### src/rtl/pipeline_ctrl_pkg.sv
// Shared types for the pipeline hazard/stall sequencer: the per-stage control
// bundle and the sequencer state encoding.
package stage_ports;

    typedef struct packed {
        logic load_pc;
        logic load_ifid;
        logic flush_ifid;
        logic load_idex;
        logic flush_idex;
        logic load_exmem;
        logic load_memwb;
    } pipe_ctrl_t;

    typedef enum logic [1:0] {
        RUN   = 2'd0,
        DROP  = 2'd1,
        REDIR = 2'd2
    } ctrl_state_e;

    localparam pipe_ctrl_t CTRL_NONE = '0;

endpackage

### src/rtl/pipeline_ctrl_hazard_detect.sv
// Load-use hazard detector: the ID instruction reads a register that a load in EX
// has not produced yet. Purely combinational so the forwarding unit can share it.
module hazard_detect (
    input  logic [4:0] id_rs1,
    input  logic [4:0] id_rs2,
    input  logic       id_uses_rs1,
    input  logic       id_uses_rs2,
    input  logic [4:0] ex_rd,
    input  logic       ex_is_load,
    output logic       lu_haz
);

    logic rs1_hit;
    logic rs2_hit;

    assign rs1_hit = id_uses_rs1 && (id_rs1 == ex_rd);
    assign rs2_hit = id_uses_rs2 && (id_rs2 == ex_rd);
    // x0 is hardwired to zero, so a load "into" x0 never creates a dependency
    assign lu_haz  = ex_is_load && (ex_rd != 5'd0) && (rs1_hit || rs2_hit);

endmodule

### src/rtl/pipeline_ctrl.sv
// Hazard and stall sequencer for the 5-stage RV32I pipeline: PC/pipeline-register
// load and flush controls, deferred branch redirect, and saturating perf counters.
module pipeline_ctrl
    import stage_ports::*;
#(
    parameter int CNT_W = 32
) (
    input  logic             clk,
    input  logic             rst,
    input  logic             imem_read,
    input  logic             imem_resp,
    input  logic             dmem_req,
    input  logic             dmem_resp,
    input  logic [4:0]       id_rs1,
    input  logic [4:0]       id_rs2,
    input  logic             id_uses_rs1,
    input  logic             id_uses_rs2,
    input  logic [4:0]       ex_rd,
    input  logic             ex_is_load,
    input  logic             ex_br_taken,
    input  logic [31:0]      ex_br_target,
    output logic             load_pc,
    output logic             pc_redirect,
    output logic [31:0]      pc_target,
    output logic             load_ifid,
    output logic             flush_ifid,
    output logic             load_idex,
    output logic             flush_idex,
    output logic             load_exmem,
    output logic             load_memwb,
    output logic [CNT_W-1:0] stall_cnt,
    output logic [CNT_W-1:0] flush_cnt
);

    ctrl_state_e      state_reg, state_next;
    logic [31:0]      tgt_reg, tgt_next;
    logic [CNT_W-1:0] stall_cnt_reg, flush_cnt_reg;
    pipe_ctrl_t       ctrl;
    logic             redirect;
    logic [31:0]      target;
    logic             flush_inc;
    logic             imem_busy;
    logic             dmem_busy;
    logic             lu_haz;

    assign imem_busy = imem_read && !imem_resp;
    assign dmem_busy = dmem_req && !dmem_resp;

    hazard_detect u_hazard (
        .id_rs1      (id_rs1),
        .id_rs2      (id_rs2),
        .id_uses_rs1 (id_uses_rs1),
        .id_uses_rs2 (id_uses_rs2),
        .ex_rd       (ex_rd),
        .ex_is_load  (ex_is_load),
        .lu_haz      (lu_haz)
    );

    always_comb begin
        ctrl       = CTRL_NONE;
        redirect   = 1'b0;
        target     = tgt_reg;
        state_next = state_reg;
        tgt_next   = tgt_reg;
        flush_inc  = 1'b0;
        case (state_reg)
            RUN: begin
                if (dmem_busy) begin
                    ctrl = CTRL_NONE;
                end else if (ex_br_taken && !imem_busy) begin
                    ctrl      = '1;
                    redirect  = 1'b1;
                    target    = ex_br_target;
                    flush_inc = 1'b1;
                end else if (ex_br_taken) begin
                    // Fetch in flight: park the target, squash, and drain the stale fetch
                    ctrl            = '1;
                    ctrl.load_pc    = 1'b0;
                    tgt_next        = ex_br_target;
                    flush_inc       = 1'b1;
                    state_next      = DROP;
                end else if (imem_busy || lu_haz) begin
                    ctrl.flush_idex = 1'b1;
                    ctrl.load_idex  = 1'b1;
                    ctrl.load_exmem = 1'b1;
                    ctrl.load_memwb = 1'b1;
                end else begin
                    ctrl.load_pc    = 1'b1;
                    ctrl.load_ifid  = 1'b1;
                    ctrl.load_idex  = 1'b1;
                    ctrl.load_exmem = 1'b1;
                    ctrl.load_memwb = 1'b1;
                end
            end
            DROP: begin
                ctrl.flush_idex = 1'b1;
                ctrl.load_idex  = 1'b1;
                ctrl.load_exmem = !dmem_busy;
                ctrl.load_memwb = !dmem_busy;
                if (imem_resp) begin
                    state_next = REDIR;
                end
            end
            REDIR: begin
                if (!dmem_busy) begin
                    ctrl.load_pc    = 1'b1;
                    ctrl.flush_idex = 1'b1;
                    ctrl.load_idex  = 1'b1;
                    ctrl.load_exmem = 1'b1;
                    ctrl.load_memwb = 1'b1;
                    redirect        = 1'b1;
                    state_next      = RUN;
                end
            end
            default: state_next = RUN;
        endcase
        if (rst) begin
            ctrl     = CTRL_NONE;
            redirect = 1'b0;
            target   = '0;
        end
    end

    always_ff @(posedge clk or posedge rst) begin
        if (rst) begin
            state_reg     <= RUN;
            tgt_reg       <= '0;
            stall_cnt_reg <= '0;
            flush_cnt_reg <= '0;
        end else begin
            state_reg <= state_next;
            tgt_reg   <= tgt_next;
            if (!ctrl.load_ifid && (stall_cnt_reg != '1)) begin
                stall_cnt_reg <= stall_cnt_reg + 1'b1;
            end
            if (flush_inc && (flush_cnt_reg != '1)) begin
                flush_cnt_reg <= flush_cnt_reg + 1'b1;
            end
        end
    end

    assign load_pc     = ctrl.load_pc;
    assign load_ifid   = ctrl.load_ifid;
    assign flush_ifid  = ctrl.flush_ifid;
    assign load_idex   = ctrl.load_idex;
    assign flush_idex  = ctrl.flush_idex;
    assign load_exmem  = ctrl.load_exmem;
    assign load_memwb  = ctrl.load_memwb;
    assign pc_redirect = redirect;
    assign pc_target   = target;
    assign stall_cnt   = stall_cnt_reg;
    assign flush_cnt   = flush_cnt_reg;

endmodule

### config.mk
export PLATFORM = sky130hd
export DESIGN_NAME = pipeline_ctrl
export DESIGN_NICKNAME = d
export VERILOG_FILES = /design/src/rtl/pipeline_ctrl_pkg.sv /design/src/rtl/pipeline_ctrl_hazard_detect.sv /design/src/rtl/pipeline_ctrl.sv
export SDC_FILE = /design/constraint.sdc
export NUM_CORES = 1
export LEC_CHECK = 0
export ABC_AREA = 1
export CORE_MARGIN = 2
export CORE_UTILIZATION = 55
export DETAILED_ROUTE_END_ITERATION = 8
export GPL_TIMING_DRIVEN = 1
export PLACE_DENSITY = 0.88
export SLEW_MARGIN = 15
export SYNTH_ARGS = -nofsm -noshare
export SYNTH_HDL_FRONTEND = slang
export SYNTH_HIERARCHICAL = 1
export SYNTH_SLANG_ARGS = --single-unit
### constraint.sdc
create_clock -name clk -period 13.5 [get_ports clk]
set_input_delay 4.05 -clock clk [delete_from_list [all_inputs] [get_ports clk]]
set_output_delay 4.05 -clock clk [all_outputs]
set_load 0.01 [all_outputs]
==> results of run 1 <==
[cells by family after synthesis]
logic type	Yosys count	synth area share, %
adder cells (fa/ha/maj)	2	0.3807
AO/OA/AOI/OAI	85	6.512
XOR/XNOR	26	3.465
AND/OR/NAND/NOR	691	43.30
buffers and inverters	130	9.025
flip-flops	98	37.32
[area by class of cell]
cell class,count,area [um2]
sequential,98,2452
multi-input combinational,804,3526
timing repair buffer,162,1617
clock inverter,5,63.81
fill,924,3047
clock buffer,11,242.7
tap,143,178.9
inverter,101,389.1
[how the worst min path moves through the flow]
stage                      from          end  slack, ns  cells after the start
CTS                 tgt_reg[17]  tgt_reg[17]       0.47                      2
floorplan           tgt_reg[16]  tgt_reg[16]       0.44                      2
detailed placement  tgt_reg[28]  tgt_reg[28]       0.45                      2
finish              tgt_reg[20]  tgt_reg[20]       0.47                      2
global placement    tgt_reg[17]  tgt_reg[17]       0.45                      2
global route        tgt_reg[25]  tgt_reg[25]       0.49                      2
[power groups by stage]
stage	clock, mW	combinational, mW	sequential [mW]
after global placement	0	0.220	0.376
after global routing	0.279	0.249	0.378
after CTS	0.266	0.226	0.372
after floorplan	0	0.129	0.371
after detailed placement	0	0.225	0.376
final	0.265	0.224	0.373
[metrics by stage]
stage / power [mW] / worst slack (ns) / cells / hold WS [ns]
2_1_floorplan: 0.5003 / 1.564 / 1032 / 0.4367
3_3_place_gp: 0.5955 / 2.676 / 1308 / 0.4490
3_5_place_dp: 0.6007 / 2.622 / 1308 / 0.4540
4_1_cts: 0.8642 / 2.627 / 1324 / 0.4708
5_1_grt: 0.9052 / 2.283 / 1324 / 0.4852
6_report: 0.8620 / 2.678 / 1324 / 0.4690
[critical path: stages]
cell             delay (ns)
clkdlybuf4s50_1        0.49
inv_4                  0.76
buf_4                  0.55
o21ai_0                0.15
nor2_1                 0.13
clkdlybuf4s50_1        0.58
[layer usage]
metal / up-vias / share of wire (%)
li1: 3459 / -
met1: 3084 / 43
met2: 248 / 47
met3: 39 / 7.0
met4: 0 / 2.4
met5: - / 0
[synthesized netlist by cell type (all sizes together)]
cell type / number / area (um2)
dfrtp: 98 / 2452
nand3: 51 / 260.3
a21oi: 20 / 100.1
nor3: 1 / 5.000
ha: 2 / 25.02
nor2: 157 / 660.6
xnor2: 9 / 78.83
nand4: 7 / 43.79
clkinv: 1 / 3.750
nand3b: 1 / 7.510
buf: 24 / 186.4
xor2: 17 / 148.9
o21ai: 63 / 315.3
clkbuf: 5 / 20.01
nand2: 474 / 1868
inv: 100 / 382.9
a31oi: 2 / 12.51
==> impl_metrics.json, run 1 <==
{
  "path_max_fanout": 98,
  "hold_path_class": "reg2reg",
  "portBuffers": 160,
  "dpl_cell_area_um2": 8163,
  "worst_ep_arrival_time_ns": 6.77,
  "cts_tree": "yes",
  "drt.antenna.violating_nets": 0,
  "status": "completed",
  "syn-cell-area_um2": 6571,
  "area_growth_pct": 28.88,
  "maxCapViolCount": 0,
  "cp.required_ns": 9.45,
  "p_int_mw": 0.5901,
  "crit_path_start": "rst",
  "postCtsSetupBuffers": 0,
  "seqPwrFrac_pct": 43.2,
  "vias": 6830,
  "core_area_um2": 11520,
  "ys_ff_latch": 98,
  "cts_sinks": 98,
  "fin_area_um2": 8469,
  "finalCoreUtilization_pct": 73.54,
  "finClkSkew_ns": 0.01697,
  "clk_latency_ns": 0.35,
  "nets": 1235,
  "layout_commonest_cell": "nand2_1",
  "post_cts_resized": 0,
  "setup_viol": 0,
  "ir_worst_vdd_uv": 58.99,
  "post-route-min-period_ns": 10.82,
  "p_switching_mw": 0.2719,
  "end_kind": "primary output",
  "grt.overflow.total": 0,
  "die_h_um": 113.3,
  "mostFrequentLayoutCells": "nand2_1, clkdlybuf4s50_1, nor2_1",
  "ys_warn_count": 6,
  "pin_count": 161,
  "start_kind": "input pin",
  "grt_pass1_vias": 6411,
  "start_util_pct": 57.06,
  "grt_pass1_wl_mm": 29.44,
  "syn_nets": 1091,
  "wl_mm": 17.43,
  "via_per_inst": 5.159,
  "pwr-share-clk_pct": 30.8,
  "firstDrtPassIters": 5,
  "holdBufCountCts": 0,
  "r2r-end": "stall_cnt[22]",
  "antennaDiodeCount": 0,
  "met2_usage_pct": 47.78,
  "grt_busiest_layer": "met2",
  "p_leak_nw": 4.028,
  "setup.worst_path.class": "in2out",
  "ys_seq_area_share_pct": 37.32,
  "setup_tns_ns": 0,
  "dp_hpwl_mm": 12.71,
  "drv_slew": 0,
  "rsz0062_at_grt": "false",
  "postSynthCellCount": 1032,
  "maxSlewHeadroom_pct": 31.34,
  "htree_levels": 3,
  "hold_viol": 0,
  "fmax_mhz": 92.41,
  "fin_crit_sh_pct": 80.16,
  "synth_cell_types": 32,
  "die_x_um": 113.3,
  "cp-endpoint": "pc_target[29]",
  "drive_gt1_share_pct": 5.080,
  "rows": 39,
  "grt_usage_pct": 27.95,
  "worst_slew_pin_slew_ns": 1.030,
  "die_area_um2": 12840,
  "drt-wirelength-per-cell_um": 13.16,
  "cts_root_buffer": "clkbuf_16",
  "globalRouteMet1Util_pct": 35.95,
  "p_per_area_nw_per_um2": 101.8,
  "cts_inserted_buffers": 9,
  "initialDrtViolationCount": 512,
  "path_clk_slew_ns": 0.06,
  "cts_max_path_buffers": 2,
  "ff2ff_setup_slack_ns": 11.27,
  "grt_max_degree": 99,
  "grt_use_met3_pct": 5.356,
  "place_congestion": 0.8886,
  "ff2ff_path_depth": 10,
  "crit-reg2reg-launch": "stall_cnt[0]",
  "sw_frac_of_total_pct": 31.54,
  "drc": 0,
  "syn_avg_cell_area_um2": 6.368,
  "antenna_found_initial": 0,
  "combPwrFrac_pct": 26.0
}
Power figures use the tool's default switching activity.
==> run 2: changes to the inputs <==
--- a/config.mk
+++ b/config.mk
@@ -7,10 +7,10 @@
 export LEC_CHECK = 0
 export ABC_AREA = 1
 export CORE_MARGIN = 2
-export CORE_UTILIZATION = 55
+export CORE_UTILIZATION = 51
 export DETAILED_ROUTE_END_ITERATION = 8
 export GPL_TIMING_DRIVEN = 1
-export PLACE_DENSITY = 0.88
+export PLACE_DENSITY = 0.82
 export SLEW_MARGIN = 15
 export SYNTH_ARGS = -nofsm -noshare
 export SYNTH_HDL_FRONTEND = slang
==> constraint.sdc (replaced) <==
create_clock -name clk -period 11.1 [get_ports clk]
set_input_delay 3.33 -clock clk [delete_from_list [all_inputs] [get_ports clk]]
set_output_delay 3.33 -clock clk [all_outputs]
set_load 0.01 [all_outputs]
==> run 2 against run 1 <==
Against the previous run: cell count is 2.3% higher; total power is 24% higher; die area is 7.6% higher; global-route usage is 2.0 points lower; sequential power is 22% higher; setup slack worse by 0.83 ns; core utilization is 6.0 points lower; register-to-register slack worse by 2.4 ns; clock power is 28% higher; critical path depth is 3 higher; clock skew is 0.011 ns lower; combinational power is 23% higher; largest power group unchanged.
==> impl_metrics.json, run 2 (synthesis gave the netlist of run 1 again) <==
{
  "grt_busiest_layer": "met2",
  "hp-start": "tgt_reg[19]",
  "drv_slew": 0,
  "path_clk_slew_ns": 0.06,
  "die_h_um": 117.5,
  "die_x_um": 117.5,
  "min_path_cells": 2,
  "start_util_pct": 52.07,
  "grt.overflow.total": 0,
  "ff2ff_setup_slack_ns": 8.87,
  "grt_pass1_wl_mm": 29.66,
  "min_to": "tgt_reg[19]",
  "post_cts_resized": 0,
  "rows": 41,
  "antennaDiodeCount": 0,
  "die_area_um2": 13810,
  "drc": 0,
  "r2r-end": "stall_cnt[18]",
  "place_congestion": 0.9148,
  "cts_sinks": 98,
  "firstDrtPassIters": 5,
  "grt_use_met3_pct": 4.651,
  "setup_tns_ns": 0,
  "worst_ep_arrival_time_ns": 5.92,
  "finClkSkew_ns": 0.005847,
  "initialDrtViolationCount": 547,
  "maxSlewHeadroom_pct": 40.95,
  "ff2ff_path_depth": 10,
  "core_area_um2": 12620,
  "clk_latency_ns": 0.35,
  "wl_mm": 17.52,
  "cts_root_buffer": "clkbuf_16",
  "vias": 6794,
  "postCtsSetupBuffers": 0,
  "layout_commonest_cell": "nand2_1",
  "p_per_area_nw_per_um2": 125.4,
  "globalRouteMet1Util_pct": 36.41,
  "area_growth_pct": 29.76,
  "hold_viol": 0,
  "drt.antenna.violating_nets": 0,
  "drt-wirelength-per-cell_um": 12.94,
  "cts_tree": "yes",
  "grt_max_degree": 89,
  "end_kind": "primary output",
  "holdBufCountCts": 0,
  "mostFrequentLayoutCells": "nand2_1, clkdlybuf4s50_1, nor2_1",
  "fmax_mhz": 108.1,
  "setup.worst_path.class": "in2out",
  "hold_path_class": "reg2reg",
  "grt_usage_pct": 25.91,
  "htree_levels": 3,
  "setup_viol": 0,
  "crit-reg2reg-launch": "stall_cnt[0]",
  "rsz0062_at_grt": "false",
  "start_kind": "input pin",
  "portBuffers": 160,
  "maxCapViolCount": 0,
  "cts_max_path_buffers": 2,
  "antenna_found_initial": 0,
  "path_max_fanout": 34,
  "fin_area_um2": 8527,
  "nets": 1236,
  "n_fill_cell": 1136,
  "ir_worst_vdd_uv": 75.28,
  "p_leak_nw": 4.042,
  "dpl_cell_area_um2": 8207,
  "post-route-min-period_ns": 9.247,
  "met2_usage_pct": 39.80,
  "status": "completed",
  "drive_gt1_share_pct": 5.161,
  "via_per_inst": 5.018,
  "dp_hpwl_mm": 12.91,
  "cp.required_ns": 7.77,
  "worst_slew_pin_slew_ns": 0.8858,
  "pin_count": 161,
  "cts_inserted_buffers": 9,
  "grt_pass1_vias": 6101,
  "fin_crit_sh_pct": 83.31
}
[run 2: changes by cell type in the layout (fill, tap and decap cells not counted), sizes merged]
| cell | delta |
|---|---|
| buf | +1 |
| clkinv | -1 |
| bufinv | +1 |
[run 2: layout make-up]
type,instances,area [um2],share of cell area (%)
multi-input combinational,804,3526,41.35
tap,172,215.2,2.524
timing repair buffer,163,1624,19.05
clock inverter,5,77.57,0.9098
clock buffer,11,242.7,2.847
sequential,98,2452,28.76
inverter,101,389.1,4.563
[run 2: routing by layer]
metal	routed length (um)	vias up
met2	7977	229
met1	8030	3077
met5	0	-
met4	391	0
li1	-	3458
met3	1116	30
[run 2: how the worst max path moves through the flow]
stage / from / end / slack (ns) / cells after the start
3_3_place_gp: imem_resp / pc_target[4] / 1.95 / 9
2_1_floorplan: rst / pc_target[21] / 0.60 / 4
4_1_cts: imem_resp / pc_target[31] / 1.85 / 9
6_report: imem_resp / pc_target[31] / 1.85 / 9
3_5_place_dp: imem_resp / pc_target[31] / 1.86 / 9
5_1_grt: imem_resp / pc_target[7] / 1.59 / 9
[run 2: per-stage QoR]
stage                     util [%]  instances  setup slack [ns]  hold slack (ns)  power (mW)
after global routing         67.57       1354             1.589           0.4848       1.124
final                        67.57       1354             1.853           0.4722       1.070
after detailed placement     65.03       1338             1.862           0.4560      0.7335
after global placement       65.03       1338             1.954           0.4492      0.7287
after floorplan                  -       1032            0.6041           0.4367      0.6084
after CTS                    67.57       1354             1.854           0.4730       1.076
[run 2: power breakdown]
group | leakage, nW | internal (mW) | switching, mW
clock | 0.156 | 0.203 | 0.135
combinational | 2.58 | 0.132 | 0.143
sequential | 1.31 | 0.404 | 0.0520
total | 4.04 | 0.739 | 0.331
[run 2: worst max-delay path: stages]
cell	delay, ns
clkdlybuf4s50_1	0.47
inv_1	0.06
nand2_1	0.08
inv_2	0.14
nor2_2	0.56
buf_4	0.39
o21ai_0	0.12
a21oi_1	0.18
clkdlybuf4s50_1	0.58
